===== src/rtl/baud_gen_frac.sv =====
// baud_gen_frac: runtime-programmable fractional-N baud generator.
// Produces an oversample tick, a 1x bit tick and a mid-bit strobe for a UART.
// Build option: define BAUD_GEN_FRAC_EN to enable the fractional accumulator;
// without it every oversample interval is exactly the clamped integer divisor.
// Each interval's length is fixed when the interval starts, so a divisor change
// (deferred or immediate) only ever affects intervals that start afterwards.
module baud_gen_frac #(
  parameter int                DIV_W            = 16,
  parameter int                FRAC_W           = 4,
  parameter int                OVERSAMPLE       = 16,
  parameter logic [DIV_W-1:0]  DEFAULT_DIV_INT  = 27,
  parameter logic [FRAC_W-1:0] DEFAULT_DIV_FRAC = 2
) (
  input  logic                          clk,
  input  logic                          rst_n,
  input  logic                          en,
  input  logic                          resync,
  input  logic                          cfg_load,
  input  logic [DIV_W-1:0]              div_int,
  input  logic [FRAC_W-1:0]             div_frac,
  output logic                          os_tick,
  output logic                          bit_tick,
  output logic                          mid_tick,
  output logic [$clog2(OVERSAMPLE)-1:0] os_phase,
  output logic                          cfg_pending
);

  localparam int                PH_W      = $clog2(OVERSAMPLE);
  localparam logic [PH_W-1:0]   PH_LAST   = PH_W'(OVERSAMPLE - 1);
  localparam logic [PH_W-1:0]   PH_MID_M1 = PH_W'(OVERSAMPLE / 2 - 1);
  localparam logic [DIV_W-1:0]  DEF_DI    = (DEFAULT_DIV_INT < DIV_W'(2)) ? DIV_W'(2) : DEFAULT_DIV_INT;
  // The first interval after reset starts with acc=0, and 0 + frac never carries.
  localparam logic [DIV_W-1:0]  DEF_PER_M1 = DEF_DI - DIV_W'(1);

  logic [DIV_W-1:0] cnt;
  logic [DIV_W-1:0] per_m1;
  logic [DIV_W-1:0] act_int;
  logic [DIV_W-1:0] sh_int;

  logic             tick_now;
  logic             activate;
  logic [DIV_W-1:0] new_int;
  logic [DIV_W-1:0] new_di;
  logic [DIV_W-1:0] start_per_m1;

  // Decide whether this edge closes an interval and which divisor governs the next one
  always_comb begin
    tick_now = en && !resync && (cnt == per_m1);
    activate = cfg_pending && (tick_now || !en || resync);
    new_int  = activate ? sh_int : act_int;
    new_di   = (new_int < DIV_W'(2)) ? DIV_W'(2) : new_int;
  end

`ifdef BAUD_GEN_FRAC_EN
  logic [FRAC_W-1:0] act_frac;
  logic [FRAC_W-1:0] sh_frac;
  logic [FRAC_W-1:0] acc_next;
  logic [FRAC_W-1:0] new_frac;
  logic [FRAC_W-1:0] acc_base;
  logic [FRAC_W:0]   frac_sum;

  // Length of an interval starting now: integer part plus the accumulator carry
  always_comb begin
    new_frac     = activate ? sh_frac : act_frac;
    acc_base     = resync ? '0 : acc_next;
    frac_sum     = {1'b0, acc_base} + {1'b0, new_frac};
    start_per_m1 = new_di - DIV_W'(1) + DIV_W'(frac_sum[FRAC_W]);
  end

  // Fractional divisor registers; acc_next is the accumulator value committed at the interval's tick
  always_ff @(posedge clk or negedge rst_n) begin
    if (!rst_n) begin
      act_frac <= DEFAULT_DIV_FRAC;
      sh_frac  <= DEFAULT_DIV_FRAC;
      acc_next <= DEFAULT_DIV_FRAC;
    end else begin
      if (activate) act_frac <= sh_frac;
      if (cfg_load) sh_frac <= div_frac;
      if (resync || tick_now) acc_next <= frac_sum[FRAC_W-1:0];
    end
  end
`else
  logic unused_frac;
  assign unused_frac = ^{div_frac, DEFAULT_DIV_FRAC};

  // Length of an interval starting now: always the clamped integer divisor
  always_comb begin
    start_per_m1 = new_di - DIV_W'(1);
  end
`endif

  // Integer divisor shadow/active pair; a capture on an activation edge stays pending
  always_ff @(posedge clk or negedge rst_n) begin
    if (!rst_n) begin
      act_int     <= DEFAULT_DIV_INT;
      sh_int      <= DEFAULT_DIV_INT;
      cfg_pending <= 1'b0;
    end else begin
      if (activate) act_int <= sh_int;
      if (cfg_load) begin
        sh_int      <= div_int;
        cfg_pending <= 1'b1;
      end else if (activate) begin
        cfg_pending <= 1'b0;
      end
    end
  end

  // Interval counter, oversample phase and registered tick outputs
  always_ff @(posedge clk or negedge rst_n) begin
    if (!rst_n) begin
      cnt      <= '0;
      per_m1   <= DEF_PER_M1;
      os_phase <= '0;
      os_tick  <= 1'b0;
      bit_tick <= 1'b0;
      mid_tick <= 1'b0;
    end else if (resync) begin
      cnt      <= '0;
      per_m1   <= start_per_m1;
      os_phase <= '0;
      os_tick  <= 1'b0;
      bit_tick <= 1'b0;
      mid_tick <= 1'b0;
    end else if (!en) begin
      os_tick  <= 1'b0;
      bit_tick <= 1'b0;
      mid_tick <= 1'b0;
    end else if (tick_now) begin
      cnt      <= '0;
      per_m1   <= start_per_m1;
      os_phase <= os_phase + PH_W'(1);
      os_tick  <= 1'b1;
      bit_tick <= (os_phase == PH_LAST);
      mid_tick <= (os_phase == PH_MID_M1);
    end else begin
      cnt      <= cnt + DIV_W'(1);
      os_tick  <= 1'b0;
      bit_tick <= 1'b0;
      mid_tick <= 1'b0;
    end
  end

endmodule

===== config.mk =====
export PLATFORM = sky130hd
export DESIGN_NAME = baud_gen_frac
export DESIGN_NICKNAME = d
export VERILOG_FILES = /design/src/rtl/baud_gen_frac.sv
export SDC_FILE = /design/constraint.sdc
export NUM_CORES = 1
export LEC_CHECK = 0
export CAP_MARGIN = 20
export CORE_MARGIN = 2
export CORE_UTILIZATION = 30
export DETAILED_ROUTE_END_ITERATION = 6
export GPL_ROUTABILITY_DRIVEN = 0
export SLEW_MARGIN = 10
export SYNTH_ARGS = -nofsm -noshare
export SYNTH_HDL_FRONTEND = slang
export SYNTH_SLANG_ARGS = --single-unit

===== constraint.sdc =====
create_clock -name clk -period 3.89 [get_ports clk]
set_input_delay 0.389 -clock clk [delete_from_list [all_inputs] [get_ports clk]]
set_output_delay 0.389 -clock clk [all_outputs]
set_load 0.01 [all_outputs]

-- Word-level counts from Yosys, hierarchy flattened
Cells that the tools add are included.
- register bits after elaboration: 72
- bits in latches: 0
- RAM bits: 0
- bits in read-only memories: 0
- output and inout port bits: 8
- logic and storage cells: 49
- memories kept: 0
- $add $sub $neg: 3
- multipliers: 0
- divide/modulo/power cells: 0
- order comparisons: 1
- equal/unequal tests: 3
- shift operators: 0
- muxes and demuxes: 22
- bitwise gates (word level): 0
- reduce and logical (&&, ||, !) cells: 11
- operators by type and width (kind ; count):
    2-to-1 mux 16 bit ; 8
    adder 16 x 1 -> 16 bit, second input constant ; 1
    == test 16 bit ; 1
    < comparator 16 x 2 -> 1 bit, second input constant ; 1
    subtractor 16 x 1 -> 16 bit, second input constant ; 1
    2-to-1 mux 4 bit ; 3
    2-to-1 mux 1 bit ; 11
    nonzero test 2 bit ; 3
    adder 4 x 1 -> 4 bit, second input constant ; 1
    == test 4 x 3 -> 1 bit, second input constant ; 1
    == test 4 bit, second input constant ; 1
    logical AND 1 bit ; 3
    zero test 1 bit ; 2
    logical OR 1 bit ; 2
    AND reduction 2 bit ; 1

-- Longest topological paths before layout
- word-level depth: 13
- mapped depth: 15

-- Worst setup path before layout
No wires, ideal clock.
- path type: reg2reg
- start point: register sh_int[8]
- end point: register per_m1[10]
- library setup time: 0.130 ns
- arrival: 3.371 ns
- setup slack: 0.389 ns
- stages on the path, launching flop included: 14
- path buffers: 1
- cells stage by stage: dfrtp_1 > or4_1 > buf_2 > or4_4 > nor3_2 > and2_1 > mux2i_1 > nand2_1 > ha_1 > nor4b_1 > nand2_1 > o311a_1 > a21oi_1 > a31oi_1
- longest elaborated chain between the ends: 7
- RTL lines (what ; line ; source):
    from (decl) ; 38 ; logic [DIV_W-1:0] sh_int;
    from (signal assigned) ; 101 ; sh_int <= div_int;
    2-to-1 mux 16 bit * ; n/a ;
    < comparator 16 x 2 -> 1 bit ; 51 ; new_di = (new_int < DIV_W'(2)) ? DIV_W'(2) : new_int;
    2-to-1 mux 16 bit * ; 51 ;
    subtractor 16 x 1 -> 16 bit * ; 88 ; start_per_m1 = new_di - DIV_W'(1);
    2-to-1 mux 16 bit ; 129 ; end else if (tick_now) begin
    2-to-1 mux 16 bit ; 125 ; end else if (!en) begin
    2-to-1 mux 16 bit * ; 118 ; end else if (resync) begin
    to (signal assigned) ; 120 ; per_m1 <= start_per_m1;
    to (signal assigned) ; 131 ; per_m1 <= start_per_m1;
    to (decl) ; 36 ; logic [DIV_W-1:0] per_m1;
Mark *: on every way between the ends. The rest lies on a longest branch, timed or not. The select of a mux whose other input is x is not followed.
A chain may end at the register's enable or synchronous reset.

-- Worst setup path in the final report
Ends and elaborated chain as after synthesis.

==> flow_summary.toml <==
[route]
dr.pass1.iters = 4
wl_per_cell_um = 13.6
ant_nets = 0
vias = 2787
via_per_inst = 4.83
drc = 0
drtIter0Drc = 119
drt_wl_total_mm = 7.82

[worst_setup_path]
crit_top_cell = "nand2_1"
crit_path_top_delay_cell = "or4_1"
worstRegToRegCells = 13
cp_cell_sequence = "or4_1 -> or4_4 -> nor3_2 -> and2_1 -> mux2i_1 -> nand2_1 -> ha_1 -> nor4b_1 -> buf_4 -> nand2_1 -> o311a_1 -> a21oi_1 -> a31oi_1"
required_ns = 4.04
critical_path_class = "reg2reg"
reg2reg_slack_ns = 0.42
cp-start-kind = "register"
crit_arrival_ns = 3.62
r2r-start = "sh_int[8]"
r2r-end = "per_m1[10]"
slowest_delay_ns = 0.55
cp-end-kind = "register"
path_max_fanout = 7

[global_routing]
grt_antenna_before_repair = 0
grt_max_degree = 50
grt_pass1_wl_mm = 13.5
grt_overflow = 0
grt_pass1_vias = 2763
gr-usage-all-layers_pct = 12.7

[final_layout]
diodes = 0
utilization_pct = 36.5
area_growth_pct = 19.9
layout.nets = 428
final_common_cell = "dfrtp_1"
drive_gt1_share_pct = 19.5
final_cell_mix = "dfrtp_1 (61), nor2_1 (35), mux2_2 (33)"

[place]
pre_cts_slack_ns = 0.427
port_buffers = 28
hpwl_mm = 5.76

[timing]
slew_headroom_pct = 38.3
hold_ws_ns = 0.0354
hold_viol = 0
fin_setup_tns_ns = 0
layout_setup_ws_ns = 0.421
period_minus_slack_ns = 3.47
fin_crit_sh_pct = 89.2
fmax_mhz = 288
rsz0062_at_grt = "false"
fin_worst_skew_ns = 0.00822
tightest_slew_ns = 0.923
setup_viol = 0
slew_violations = 0

[logic_synthesis]
syn-num-nets = 398
synth_cells = 370
yosysSeqAreaShare_pct = 47.6
netlist_area_um2 = 3810
synth_edf_count = 0
yosysUniqueCellTypes = 51
postSynthAreaPerCell_um2 = 10.3
synth_seq_cells = 72
ys_warn_count = 0
dominantRegCellSynth = "dfrtp_1"
synthArstFlopShare_pct = 100

[floorplan]
die_area_um2 = 13600
rows = 41
core_area_um2 = 12500
dieWidth_um = 117
start_util_pct = 30.5
dieHeight_um = 117
num_io_pins = 33

[pwr]
ir_drop_v = 0.000236
seqPwrFrac_pct = 47.1
switching_power_uw = 547
total_power_uw = 1990
total_leakage_power_uw = 0.00176
netSwitchingFraction_pct = 27.5
power.density_nw_per_um2 = 436
clkPwrFrac_pct = 37.7
p_int_uw = 1450
power.share.combinational_pct = 15.1

[job]
maxCapViolCount = 0

[clock_tree]
path_clk_slew_ns = 0.06
htree_levels = 3
cts_tree = "built"
clockBufferDepth = 2
cts_buffers = 9
cts_setup_buffers = 0
cts_resized = 0
clock-sinks = 72
clk_latency_ns = 0.34
cts-hold-fix-buffers = 0
clockRootBuffer = "clkbuf_16"

[outcome]
status = "complete, no violations"

[hold_path]
hold_path.class = "in2async"
worst max-delay path, delay by kind of cell (launching register included):
kind | cells | cell delay, ns
fa+ha+maj | 1 | 0.15
flops | 1 | 0.45
buf+inv | 1 | 0.20
mux | 1 | 0.12
simple gates | 7 | 1.77
compound gates | 3 | 0.58
metal layers:
| metal | wire length [um] | global-route usage, % | up-vias | share of wire [%] |
|---|---|---|---|---|
| met3 | 233 | 3.01 | 14 | 3.0 |
| li1 | - | - | 1400 | - |
| met1 | 3750 | 16.7 | 1332 | 48 |
| met5 | 0 | 0 | - | 0 |
| met4 | 131 | 4.71 | 0 | 1.7 |
| met2 | 3710 | 20.5 | 41 | 47 |
kinds of logic (layout without fill, tap and decap cells):
group                    after synthesis  after routing  synth area share (%)
AND/OR/NAND/NOR                      118            118                  16.5
AO/OA/AOI/OAI                         78             78                  13.0
flip-flops                            72             72                  47.6
multiplexers                          38             38                  11.2
XOR/XNOR                              34             34                  7.81
buffers and inverters                 27             62                  2.92
adder cells (fa/ha/maj)                3              3                 0.984
power groups by stage:
stage | registers, uW | logic (uW) | clock network (uW)
6_report | 939 | 301 | 752
2_1_floorplan | 925 | 223 | 0
3_5_place_dp | 954 | 305 | 0
3_3_place_gp | 950 | 298 | 0
4_1_cts | 941 | 307 | 772
5_1_grt | 954 | 339 | 808
flip-flops by register name, summed over array words and instances (netlist names), 4 cells and up:
name,flops
cnt,16
act_int,16
os_phase,4
per_m1,16
sh_int,16
stage by stage:
step                      area (um2)  instances
final                           4570        577
after global routing            4570        577
after CTS                       4570        577
after detailed placement        4300        561
after global placement          4300        561
after floorplan                 3810        370
worst max path at each step:
stage,start,endpoint
detailed placement,sh_int[8],per_m1[10]
floorplan,sh_int[8],per_m1[10]
CTS,sh_int[8],per_m1[10]
global route,sh_int[8],per_m1[10]
finish,sh_int[8],per_m1[10]
global placement,sh_int[8],per_m1[10]
final cells by class:
cell class | instances | area (um2)
inverter | 8 | 30.0
clock inverter | 6 | 46.3
sequential | 72 | 1820
timing repair buffer | 38 | 350
clock buffer | 10 | 229
multi-input combinational | 271 | 1890
fill | 1307 | 7940
tap | 172 | 215
cells in the mapped netlist, types with 3 or more instances:
cell type | instances | area share, %
nand2_1 | 21 | 2.1
ha_1 | 3 | 0.98
and3_1 | 6 | 0.98
mux2i_1 | 4 | 1.0
buf_1 | 3 | 0.30
buf_2 | 7 | 0.92
a41oi_1 | 3 | 0.69
or4_1 | 3 | 0.59
nand4_1 | 7 | 1.1
clkbuf_1 | 8 | 0.79
nor2_1 | 35 | 3.4
o21ai_0 | 31 | 4.1
nor3_1 | 7 | 0.92
nor4_1 | 4 | 0.66
nand3_1 | 10 | 1.3
a31oi_1 | 5 | 0.82
and2_1 | 3 | 0.49
a21oi_1 | 12 | 1.6
nand2b_1 | 6 | 0.98
o31ai_1 | 9 | 1.8
dfstp_2 | 11 | 7.6
o211ai_1 | 4 | 0.79
mux2_2 | 33 | 9.7
or3_1 | 4 | 0.66
dfrtp_1 | 61 | 40
xnor2_1 | 22 | 5.1
xor2_1 | 12 | 2.8
inv_1 | 8 | 0.79
Note: power is estimated with default switching activity, not from simulation.
